==> src/rtl/instruction_decompose_pkg.sv <==
// Shared decode definitions: opcodes, ALU op encoding, decomposed-entry layout.
package decode_pkg;

   localparam logic [6:0] OPC_OP     = 7'b0110011;
   localparam logic [6:0] OPC_OP_IMM = 7'b0010011;
   localparam logic [6:0] OPC_LUI    = 7'b0110111;
   localparam logic [6:0] OPC_AUIPC  = 7'b0010111;

   typedef enum logic [5:0] {
      OP_ADD    = 6'd0,
      OP_SUB    = 6'd1,
      OP_SLL    = 6'd2,
      OP_SLT    = 6'd3,
      OP_SLTU   = 6'd4,
      OP_XOR    = 6'd5,
      OP_SRL    = 6'd6,
      OP_SRA    = 6'd7,
      OP_OR     = 6'd8,
      OP_AND    = 6'd9,
      OP_MUL    = 6'd16,
      OP_MULH   = 6'd17,
      OP_MULHSU = 6'd18,
      OP_MULHU  = 6'd19,
      OP_DIV    = 6'd20,
      OP_DIVU   = 6'd21,
      OP_REM    = 6'd22,
      OP_REMU   = 6'd23
   } alu_op_e;

   localparam int unsigned DI_W         = 83;
   localparam int unsigned DI_OP_LSB    = 77;
   localparam int unsigned DI_OPND1_LSB = 45;
   localparam int unsigned DI_OPND2_LSB = 13;
   localparam int unsigned DI_RDY1      = 12;
   localparam int unsigned DI_RDY2      = 11;
   localparam int unsigned DI_TAG1_LSB  = 6;
   localparam int unsigned DI_TAG2_LSB  = 1;
   localparam int unsigned DI_WB        = 0;

   // funct3 -> ALU op for the base integer group (funct7 = 0000000)
   function automatic alu_op_e base_op(input logic [2:0] f3);
      case (f3)
         3'b000:  return OP_ADD;
         3'b001:  return OP_SLL;
         3'b010:  return OP_SLT;
         3'b011:  return OP_SLTU;
         3'b100:  return OP_XOR;
         3'b101:  return OP_SRL;
         3'b110:  return OP_OR;
         default: return OP_AND;
      endcase
   endfunction

   function automatic logic [DI_W-1:0] pack_entry(
      input alu_op_e     op,
      input logic [31:0] opnd1,
      input logic [31:0] opnd2,
      input logic        rdy1,
      input logic        rdy2,
      input logic [4:0]  tag1,
      input logic [4:0]  tag2,
      input logic        wb
   );
      logic [DI_W-1:0] e;
      e = '0;
      e[DI_OP_LSB    +: 6]  = op;
      e[DI_OPND1_LSB +: 32] = opnd1;
      e[DI_OPND2_LSB +: 32] = opnd2;
      e[DI_RDY1]            = rdy1;
      e[DI_RDY2]            = rdy2;
      e[DI_TAG1_LSB  +: 5]  = tag1;
      e[DI_TAG2_LSB  +: 5]  = tag2;
      e[DI_WB]              = wb;
      return e;
   endfunction

endpackage

==> src/rtl/instruction_decompose_operand_select.sv <==
// Resolves one register source: x0, committed regfile value, forwarding bus, or wait on tag.
module operand_select
   import decode_pkg::*;
(
   input  logic [4:0]  addr_i,
   input  logic [31:0] reg_val_i,
   input  logic        valid_i,
   input  logic [31:0] fwd_i,
   input  logic [4:0]  fwd_addr_i,
   output logic [31:0] value_o,
   output logic        ready_o,
   output logic [4:0]  tag_o
);

   // Regfile data wins over the forwarding bus; an unresolved source waits on its tag.
   always_comb begin
      value_o = '0;
      ready_o = 1'b0;
      tag_o   = addr_i;
      if (addr_i == 5'd0) begin
         ready_o = 1'b1;
      end else if (valid_i) begin
         value_o = reg_val_i;
         ready_o = 1'b1;
      end else if (fwd_addr_i == addr_i) begin
         value_o = fwd_i;
         ready_o = 1'b1;
      end
   end

endmodule

==> src/rtl/instruction_decompose.sv <==
// Decode stage: splits one RV32IM instruction into a registered rename/RS entry.
module instruction_decompose
   import decode_pkg::*;
(
   input  logic          clk,
   input  logic          rst_n,
   input  logic [31:0]   inst,
   input  logic [31:0]   s1,
   input  logic [31:0]   s2,
   input  logic          rs1_valid,
   input  logic          rs2_valid,
   input  logic [31:0]   pc,
   input  logic [31:0]   forwarding,
   input  logic [4:0]    forwarding_addr,
   output logic          map_en,
   output logic [4:0]    rs1,
   output logic [4:0]    rs2,
   output logic [4:0]    rd,
   output logic [82:0]   decomposed_inst,
   output logic          error
);

   logic [6:0]      opcode;
   logic [2:0]      f3;
   logic [6:0]      f7;
   logic [31:0]     v1, v2;
   logic            r1, r2;
   logic [4:0]      t1, t2;
   logic            legal;
   alu_op_e         op;
   logic [31:0]     opnd1, opnd2;
   logic            rdy1, rdy2;

   logic            map_en_d, map_en_q;
   logic [4:0]      rd_d, rd_q;
   logic [DI_W-1:0] entry_d, entry_q;
   logic            error_d, error_q;

   assign opcode = inst[6:0];
   assign f3     = inst[14:12];
   assign f7     = inst[31:25];

   // Source read addresses; unused sources read x0 so their tags also come out 0.
   always_comb begin
      rs1 = inst[19:15];
      rs2 = inst[24:20];
      if (opcode == OPC_LUI || opcode == OPC_AUIPC) begin
         rs1 = '0;
         rs2 = '0;
      end else if (opcode == OPC_OP_IMM) begin
         rs2 = '0;
      end
   end

   operand_select u_sel1 (
      .addr_i     (rs1),
      .reg_val_i  (s1),
      .valid_i    (rs1_valid),
      .fwd_i      (forwarding),
      .fwd_addr_i (forwarding_addr),
      .value_o    (v1),
      .ready_o    (r1),
      .tag_o      (t1)
   );

   operand_select u_sel2 (
      .addr_i     (rs2),
      .reg_val_i  (s2),
      .valid_i    (rs2_valid),
      .fwd_i      (forwarding),
      .fwd_addr_i (forwarding_addr),
      .value_o    (v2),
      .ready_o    (r2),
      .tag_o      (t2)
   );

   // Opcode/funct decode into ALU op and operand sources.
   always_comb begin
      legal = 1'b0;
      op    = OP_ADD;
      opnd1 = v1;
      opnd2 = v2;
      rdy1  = r1;
      rdy2  = r2;
      case (opcode)
         OPC_OP: begin
            case (f7)
               7'b0000000: begin
                  legal = 1'b1;
                  op    = base_op(f3);
               end
               7'b0100000: begin
                  if (f3 == 3'b000) begin
                     legal = 1'b1;
                     op    = OP_SUB;
                  end else if (f3 == 3'b101) begin
                     legal = 1'b1;
                     op    = OP_SRA;
                  end
               end
               7'b0000001: begin
                  legal = 1'b1;
                  op    = alu_op_e'({3'b010, f3});
               end
               default: legal = 1'b0;
            endcase
         end
         OPC_OP_IMM: begin
            opnd2 = {{20{inst[31]}}, inst[31:20]};
            rdy2  = 1'b1;
            case (f3)
               3'b001: begin
                  opnd2 = {27'd0, inst[24:20]};
                  if (f7 == 7'b0000000) begin
                     legal = 1'b1;
                     op    = OP_SLL;
                  end
               end
               3'b101: begin
                  opnd2 = {27'd0, inst[24:20]};
                  if (f7 == 7'b0000000) begin
                     legal = 1'b1;
                     op    = OP_SRL;
                  end else if (f7 == 7'b0100000) begin
                     legal = 1'b1;
                     op    = OP_SRA;
                  end
               end
               default: begin
                  legal = 1'b1;
                  op    = base_op(f3);
               end
            endcase
         end
         OPC_LUI, OPC_AUIPC: begin
            legal = 1'b1;
            op    = OP_ADD;
            opnd1 = (opcode == OPC_AUIPC) ? pc : '0;
            opnd2 = {inst[31:12], 12'd0};
            rdy1  = 1'b1;
            rdy2  = 1'b1;
         end
         default: legal = 1'b0;
      endcase
   end

   // Next-state values; an illegal instruction produces an all-zero entry.
   always_comb begin
      entry_d  = legal ? pack_entry(op, opnd1, opnd2, rdy1, rdy2, t1, t2, 1'b1) : '0;
      rd_d     = legal ? inst[11:7] : '0;
      map_en_d = legal && (inst[11:7] != 5'd0);
      error_d  = !legal;
   end

   // Output register stage, one-cycle latency.
   always_ff @(posedge clk or negedge rst_n) begin
      if (!rst_n) begin
         map_en_q <= 1'b0;
         rd_q     <= '0;
         entry_q  <= '0;
         error_q  <= 1'b0;
      end else begin
         map_en_q <= map_en_d;
         rd_q     <= rd_d;
         entry_q  <= entry_d;
         error_q  <= error_d;
      end
   end

   assign map_en          = map_en_q;
   assign rd              = rd_q;
   assign decomposed_inst = entry_q;
   assign error           = error_q;

endmodule

==> config.mk <==
export PLATFORM = sky130hd
export DESIGN_NAME = instruction_decompose
export DESIGN_NICKNAME = d
export VERILOG_FILES = /design/src/rtl/instruction_decompose_pkg.sv /design/src/rtl/instruction_decompose_operand_select.sv /design/src/rtl/instruction_decompose.sv
export SDC_FILE = /design/constraint.sdc
export NUM_CORES = 1
export LEC_CHECK = 0
export ABC_AREA = 1
export CORE_UTILIZATION = 47
export DETAILED_ROUTE_END_ITERATION = 16
export GPL_ROUTABILITY_DRIVEN = 0
export PLACE_DENSITY = 0.95
export SYNTH_ARGS = -nofsm -noshare
export SYNTH_HDL_FRONTEND = slang
export SYNTH_HIERARCHICAL = 1
export SYNTH_SLANG_ARGS = --single-unit
==> constraint.sdc <==
create_clock -name clk -period 2.2 [get_ports clk]
set_clock_uncertainty 0.05 [all_clocks]
set_input_delay 0.33 -clock clk [delete_from_list [all_inputs] [get_ports clk]]
set_output_delay 0.33 -clock clk [all_outputs]
set_load 0.02 [all_outputs]
* After elaboration in Yosys (flattened, before gate mapping) *
Cells that the tools add are included.

cells by class
  mux-type cells = 41
  eq/ne operators = 14
  $lt $le $gt $ge = 0
  reductions and logical operators = 12
  divide/modulo/power cells = 0
  multipliers = 0
  shift operators = 0
  add/subtract/negate cells = 0
  bitwise logic cells = 0

operators with widths
  operator                                                          number
  32-bit two-way mux                                                9
  83-bit two-way mux                                                1
  32-bit case mux with 2 select lines                               1
  4-bit case mux with 7 select lines                                1
  6-bit case mux with 2 select lines                                2
  7-bit by 6-bit == test with 1-bit output (second input constant)  3
  5-bit two-way mux                                                 4
  4-bit case mux with 5 select lines                                1
  5-bit case mux with 3 select lines                                1
  7-bit by 5-bit == test with 1-bit output (second input constant)  2
  1-bit two-way mux                                                 13
  3-bit two-way mux                                                 4
  5-bit == test                                                     2
  5-bit logical NOT                                                 2
  3-bit == test (second input constant)                             3
  7-bit by 1-bit == test with 1-bit output (second input constant)  1
  7-bit logical NOT                                                 1
  3-bit by 2-bit == test with 1-bit output (second input constant)  2
  2-bit OR reduction                                                3
  5-bit nonzero test                                                1
  1-bit case mux with 2 select lines                                2
  3-bit by 1-bit == test with 1-bit output (second input constant)  1
  3-bit logical NOT                                                 1
  1-bit case mux with 3 select lines                                1
  5 further kinds                                                   5

word-level totals
  register bits after elaboration = 90
  ROM bits = 0
  logic and storage cells = 71
  input port bits = 169
  output and inout port bits = 100
  memories = 0
  bits in writable memories = 0
  bits in latches = 0

* Longest topological paths before layout *
  depth after elaboration = 9
  mapped depth = 17
  mapped depth without buffers = 16

* By module *
Netlist, hierarchy kept.

modules (own cells, without submodules)
  module                 seq. area each (µm²)  area each (µm²)  cells an instance  instances
  instruction_decompose  2227.1                4262.8           512                1
  operand_select         0.0                   1031.0           209                2

* Least setup slack after synthesis *
No wires, ideal clock.

  path kind = input-to-reg
  start point = in inst[6]
  end point = reg entry_q[47] (netlist: decomposed_inst[47])
  path buffers = 2
  required time = 2.087 ns
  stages on the path = 17
  setup time = 0.063 ns
  arrival time = 2.415 ns
  slack = -0.327 ns
  path through = inv_1 -> nand2_1 -> inv_1 -> nand2_2 -> clkinv_1 -> buf_2 -> nor2_1 -> inv_1 -> nand2_1 -> nand2_1 -> nor2_2 -> nand3_2 -> buf_6 -> a21oi_2 -> a32o_1 -> nand2_1 -> inv_1

between the ends
  word-level cells in the longest chain between the ends = 9
  elaborated cells on any way between the ends = 16
  those cells by class = eq/ne: 5; mux: 8; reduce/logical: 3

ends and longest elaborated chain
  item                                                                                                         RTL line                                    source
  from (decl)                                                                                                  instruction_decompose.sv:7                  input logic [31:0] inst,
  7-bit by 6-bit == test with 1-bit output / 7-bit by 5-bit == test with 1-bit output (equally long branches)  instruction_decompose.sv:47                 if (opcode == OPC_LUI || opcode == OPC_AUIPC) begin
  1-bit logical OR *                                                                                           instruction_decompose.sv:47
  5-bit two-way mux *                                                                                          instruction_decompose.sv:47
  via rs1[3]                                                                                                   instruction_decompose.sv:16                 output logic [4:0] rs1,
  5-bit == test                                                                                                instruction_decompose_operand_select.sv:25  end else if (fwd_addr_i == addr_i) begin
  32-bit two-way mux                                                                                           instruction_decompose_operand_select.sv:25
  32-bit two-way mux                                                                                           instruction_decompose_operand_select.sv:22  end else if (valid_i) begin
  32-bit two-way mux *                                                                                         instruction_decompose_operand_select.sv:20  if (addr_i == 5'd0) begin
  via v1[2]                                                                                                    instruction_decompose.sv:26                 logic [31:0] v1, v2;
  32-bit two-way mux *                                                                                         instruction_decompose.sv:85                 case (opcode)
  83-bit two-way mux *                                                                                         instruction_decompose.sv:149                entry_d = legal ? pack_entry(op, opnd1, opnd2, rdy1, rdy2, t1, t2, 1'b1) : '0;
  via entry_d[47]                                                                                              instruction_decompose.sv:36                 logic [DI_W-1:0] entry_d, entry_q;
  to (signal assigned)                                                                                         instruction_decompose.sv:165                entry_q <= entry_d;
  to (decl)                                                                                                    instruction_decompose.sv:36

Mark *: on every way through the listed nets, which the timed path passes. The rest lies on a longest branch.

* Worst setup path after layout *
  start point = in inst[4]
  end point = reg entry_q[24] (netlist: decomposed_inst[24])

between the ends
  word-level cells in the longest chain between the ends = 9
  elaborated cells on any way between the ends = 16
  those cells by class = eq/ne: 5; mux: 8; reduce/logical: 3

ends and longest elaborated chain
  item                                                                    RTL line                                                  source
  7-bit by 5-bit == test with 1-bit output, or another cell as far along  instruction_decompose.sv:50                               end else if (opcode == OPC_OP_IMM) begin
  5-bit two-way mux / 1-bit logical OR (equally long branches)            instruction_decompose.sv:50, instruction_decompose.sv:47
  5-bit two-way mux *                                                     instruction_decompose.sv:47
  5-bit == test                                                           instruction_decompose_operand_select.sv:25
  32-bit two-way mux                                                      instruction_decompose_operand_select.sv:25
  32-bit two-way mux                                                      instruction_decompose_operand_select.sv:22
  32-bit two-way mux *                                                    instruction_decompose_operand_select.sv:20
  via v2[11]                                                              instruction_decompose.sv:26
  32-bit case mux with 2 select lines *                                   instruction_decompose.sv:85
  83-bit two-way mux *                                                    instruction_decompose.sv:149
  via entry_d[24]                                                         instruction_decompose.sv:36

Marks and branches as above.

==> results.tsv <==
stage	metric	value	unit
outcome	status	finished with violations	
outcome	violations	negative setup slack	
drt	remaining_drc_errors	0	
setup_path	worstSetupEndpointType	flip-flop	
grt	grt_pass1_vias	7083	
drt	via_per_inst	5.38	
grt	grt-ovfl-total	0	
power_and_ir_drop	switchingPower	1.33	mW
clock_tree	clkSlewWorstSetupHoldPaths	0.08	ns
clock_tree	cts_root_cell	sky130_fd_sc_hd__clkbuf_16	
yosys	synth_top_family_by_area	simple AND/OR/NAND/NOR gates	
clock_tree	cts_buffers	9	
floorplanning	floorplan.die.width	118	um
yosys	netlist-cell-type-count	29	
yosys	post_synth.cell_area_avg	6.80	um2
sta	post-route-min-period	2.33	ns
power_and_ir_drop	power.share.sequential	36.8	%
yosys	netlist.area_leader.share	35.2	%
sta	setup-violations-final	16	
setup_path	type_of_the_worst_setup_path	in -> reg	
finish	diodes	0	
yosys	synthMuxAreaShare	0	%
yosys	compound_cell_area_share_of_the_yosys_netlist	15.4	%
power_and_ir_drop	share_comb_of_total_power	27.4	%
power_and_ir_drop	clock_power_share	35.8	%
run	cap_violations	0	
floorplanning	num_rows	42	
finish	layout-drive-gt1-share	20.5	%
sta	report.final.hold_viol_count	0	
sta	finalCritPeriodShare	106	%
drt	drt_iter0_drc	806	
drt	dr.pass1.iters	6	
yosys	netlist.top_cell.by_area	sky130_fd_sc_hd__dfrtp_1	
drt	routed_wl	24.5	mm
yosys	mappedNetlistNets	1099	
finish	fillerInstances	840	
setup_path	timing.critical_path.from	inst[4]	
floorplanning	ios	269	
clock_tree	tritoncts_clock_tree	done	
placement	place_ws	-0.601	ns
yosys	ys_top_cells_by_area	sky130_fd_sc_hd__dfrtp_1 35%, sky130_fd_sc_hd__nand2_1 13%, sky130_fd_sc_hd__nor2_1 13%	
grt	largest_net_degree_at_the_start_of_global_routing	52	
power_and_ir_drop	cellPowerDensity	440	mW/mm2
placement	dp.final_hpwl	16.5	mm
setup_path	cp-endpoint	decomposed_inst[24]	
floorplanning	floorplan.die_area	0.0139	mm2
setup_path	critical_path_required	2.44	ns
clock_tree	clockBufferDepth	2	
yosys	postSynthCellCount	930	
clock_tree	h-tree-depth	3	
sta	holdWs	0.301	ns
placement	port-buffer-count	267	
power_and_ir_drop	leak_pwr	5.40	nW
drt	wire_per_inst	17.5	um
sta	setup-tns-final	-0.614	ns
power_and_ir_drop	cell_internal_pwr	3.15	mW
sta	setup_slack	-0.127	ns
yosys	synth-xor-area-share	0.277	%
yosys	syn_area	0.00632	mm2
yosys	yosys.area_share.simple	33.8	%
drt	vias	7518	
setup_path	timing.critical_path.arrival	2.56	ns
floorplanning	start_util	48.0	%
grt	antenna_found_initial	0	
setup_path	worstPathMaxFanout	7	
setup_path	startpoint_type	primary input	
sta	fmax	0.430	GHz
grt	global_route_wire_length_before_repair	35.2	mm
clock_tree	clock-sinks	89	
finish	design.final.nets	1386	
grt	grt.total_usage	32.3	%
floorplanning	area_of_the_placeable_core	0.0132	mm2
yosys	ys_seq_elements	89	
min_path	type_of_the_most_critical_hold_path	in -> async	
yosys	synth.yosys.warnings	6	
power_and_ir_drop	netSwitchingFraction	29.7	%
sta	slew_viol_final	0	
drt	number_of_routed_nets_with_antenna_violations	0	
yosys	yosys.area_share.adder	0	%
finish	areaGrowthSynthToFinish	60.9	%
yosys	post_synthesis_sequential_area_ratio	35.2	%
power_and_ir_drop	vdd.ir_drop.worst	0.339	mV
floorplanning	chipHeight	118	um
[per-stage QoR]
| step | instance area, um2 | util (%) | total power, mW | instances |
|---|---|---|---|---|
| 6_report | 10200 | 77.2 | 4.48 | 1398 |
| 5_1_grt | 10200 | 77.2 | 4.65 | 1398 |
| 4_1_cts | 9930 | 75.3 | 4.41 | 1386 |
| 3_5_place_dp | 9300 | 70.5 | 2.78 | 1354 |
| 3_3_place_gp | 9300 | 70.5 | 2.76 | 1354 |
| 2_1_floorplan | 6390 | - | 2.24 | 930 |
[final cells by class]
cell class	count	area [um2]	area share (%)
timing repair buffer	346	3590	35.3
multi-input combinational	642	3340	32.8
sequential	89	2230	21.9
inverter	129	497	4.88
clock buffer	10	229	2.25
tap	176	220	2.16
clock inverter	6	73.8	0.725
[Yosys cell counts, drive strengths merged]
master / n
conb: 1
a32o: 32
xnor2: 2
nand3: 37
nor3: 3
nand2: 252
dfrtp: 89
buf: 59
a21oi: 65
inv: 128
clkbuf: 11
o211ai: 4
o21ai: 14
nor2: 229
a21o: 1
nand4: 2
clkinv: 1
[worst min path at each step]
stage / endpoint / slack (ns) / depth (start not counted) / startpoint
2_1_floorplan: decomposed_inst[0] / -0.02 / 0 / rst_n
3_3_place_gp: rd[3] / 0.13 / 1 / rst_n
3_5_place_dp: rd[3] / 0.13 / 1 / rst_n
4_1_cts: decomposed_inst[42] / 0.30 / 2 / rst_n
5_1_grt: decomposed_inst[42] / 0.32 / 2 / rst_n
6_report: decomposed_inst[42] / 0.30 / 2 / rst_n
[layer usage]
metal	vias to the layer above	share of wire (%)	GRT usage, %
met3	141	9.1	5.86
met1	3403	37	38.1
met2	550	48	55.0
li1	3424	-	-
met4	0	6.0	18.8
met5	-	0	0
[placed cells by master (no fill, tap or decap), types with 3 or more instances in the layout]
cell type / count
sky130_fd_sc_hd__clkbuf_16: 14
sky130_fd_sc_hd__nor2_4: 12
sky130_fd_sc_hd__o21ai_1: 6
sky130_fd_sc_hd__buf_12: 10
sky130_fd_sc_hd__inv_1: 95
sky130_fd_sc_hd__a21oi_1: 4
sky130_fd_sc_hd__dfrtp_1: 89
sky130_fd_sc_hd__clkdlybuf4s50_1: 249
sky130_fd_sc_hd__nor2_1: 209
sky130_fd_sc_hd__a32o_2: 3
sky130_fd_sc_hd__nand2_4: 3
sky130_fd_sc_hd__buf_16: 4
sky130_fd_sc_hd__buf_4: 54
sky130_fd_sc_hd__nand3_1: 31
sky130_fd_sc_hd__a21oi_4: 3
sky130_fd_sc_hd__a32o_1: 29
sky130_fd_sc_hd__clkdlybuf4s15_1: 6
sky130_fd_sc_hd__nand3_4: 4
sky130_fd_sc_hd__dlygate4sd2_1: 9
sky130_fd_sc_hd__nand2_1: 225
sky130_fd_sc_hd__inv_2: 33
sky130_fd_sc_hd__a21oi_2: 58
sky130_fd_sc_hd__o21ai_0: 6
sky130_fd_sc_hd__nor2_2: 8
sky130_fd_sc_hd__o211ai_1: 4
sky130_fd_sc_hd__nand2_2: 23
[power by group through the flow]
stage	sequential, mW	clock, mW	combinational (mW)
after floorplan	1.69	0	0.546
after global placement	1.68	0	1.08
after detailed placement	1.68	0	1.10
after CTS	1.65	1.61	1.15
after global routing	1.65	1.70	1.30
final	1.65	1.60	1.23
[flip-flops by register name, summed over array words and instances (netlist names)]
name and cells:
decomposed_inst 82, error 1, map_en 1, rd 5
[what timing repair did]
action | 4_1_cts | 5_1_grt
setup buffers | 11 | 8
hold buffers | 1 | 0
pin swaps | 22 | 23
endpoints found under the hold margin | 8 | 0
gates resized for setup | 53 | 23
gates cloned | 5 | 5
endpoints found under the setup margin | 76 | 48
[logic make-up after synthesis]
| family | count (synthesis) |
|---|---|
| buffers and inverters | 199 |
| XOR/XNOR | 2 |
| flip-flops | 89 |
| AO/OA/AOI/OAI | 116 |
| AND/OR/NAND/NOR | 523 |
| other | 1 |
[critical path: stages]
cell and delay [ns]:
sky130_fd_sc_hd__clkdlybuf4s15_1 0.17, sky130_fd_sc_hd__nand2_2 0.12, sky130_fd_sc_hd__buf_6 0.12, sky130_fd_sc_hd__nor2_4 0.04
sky130_fd_sc_hd__nand2_4 0.10, sky130_fd_sc_hd__nand2_8 0.09, sky130_fd_sc_hd__nor2_4 0.21, sky130_fd_sc_hd__nand2_1 0.10
sky130_fd_sc_hd__inv_1 0.10, sky130_fd_sc_hd__nor2_2 0.05, sky130_fd_sc_hd__nor2_2 0.16, sky130_fd_sc_hd__nand3_4 0.20
sky130_fd_sc_hd__buf_16 0.21, sky130_fd_sc_hd__a21oi_2 0.13, sky130_fd_sc_hd__o21ai_0 0.19, sky130_fd_sc_hd__inv_1 0.09
sky130_fd_sc_hd__nand2_1 0.07, sky130_fd_sc_hd__inv_1 0.07
(Power assumes the default switching activity.)
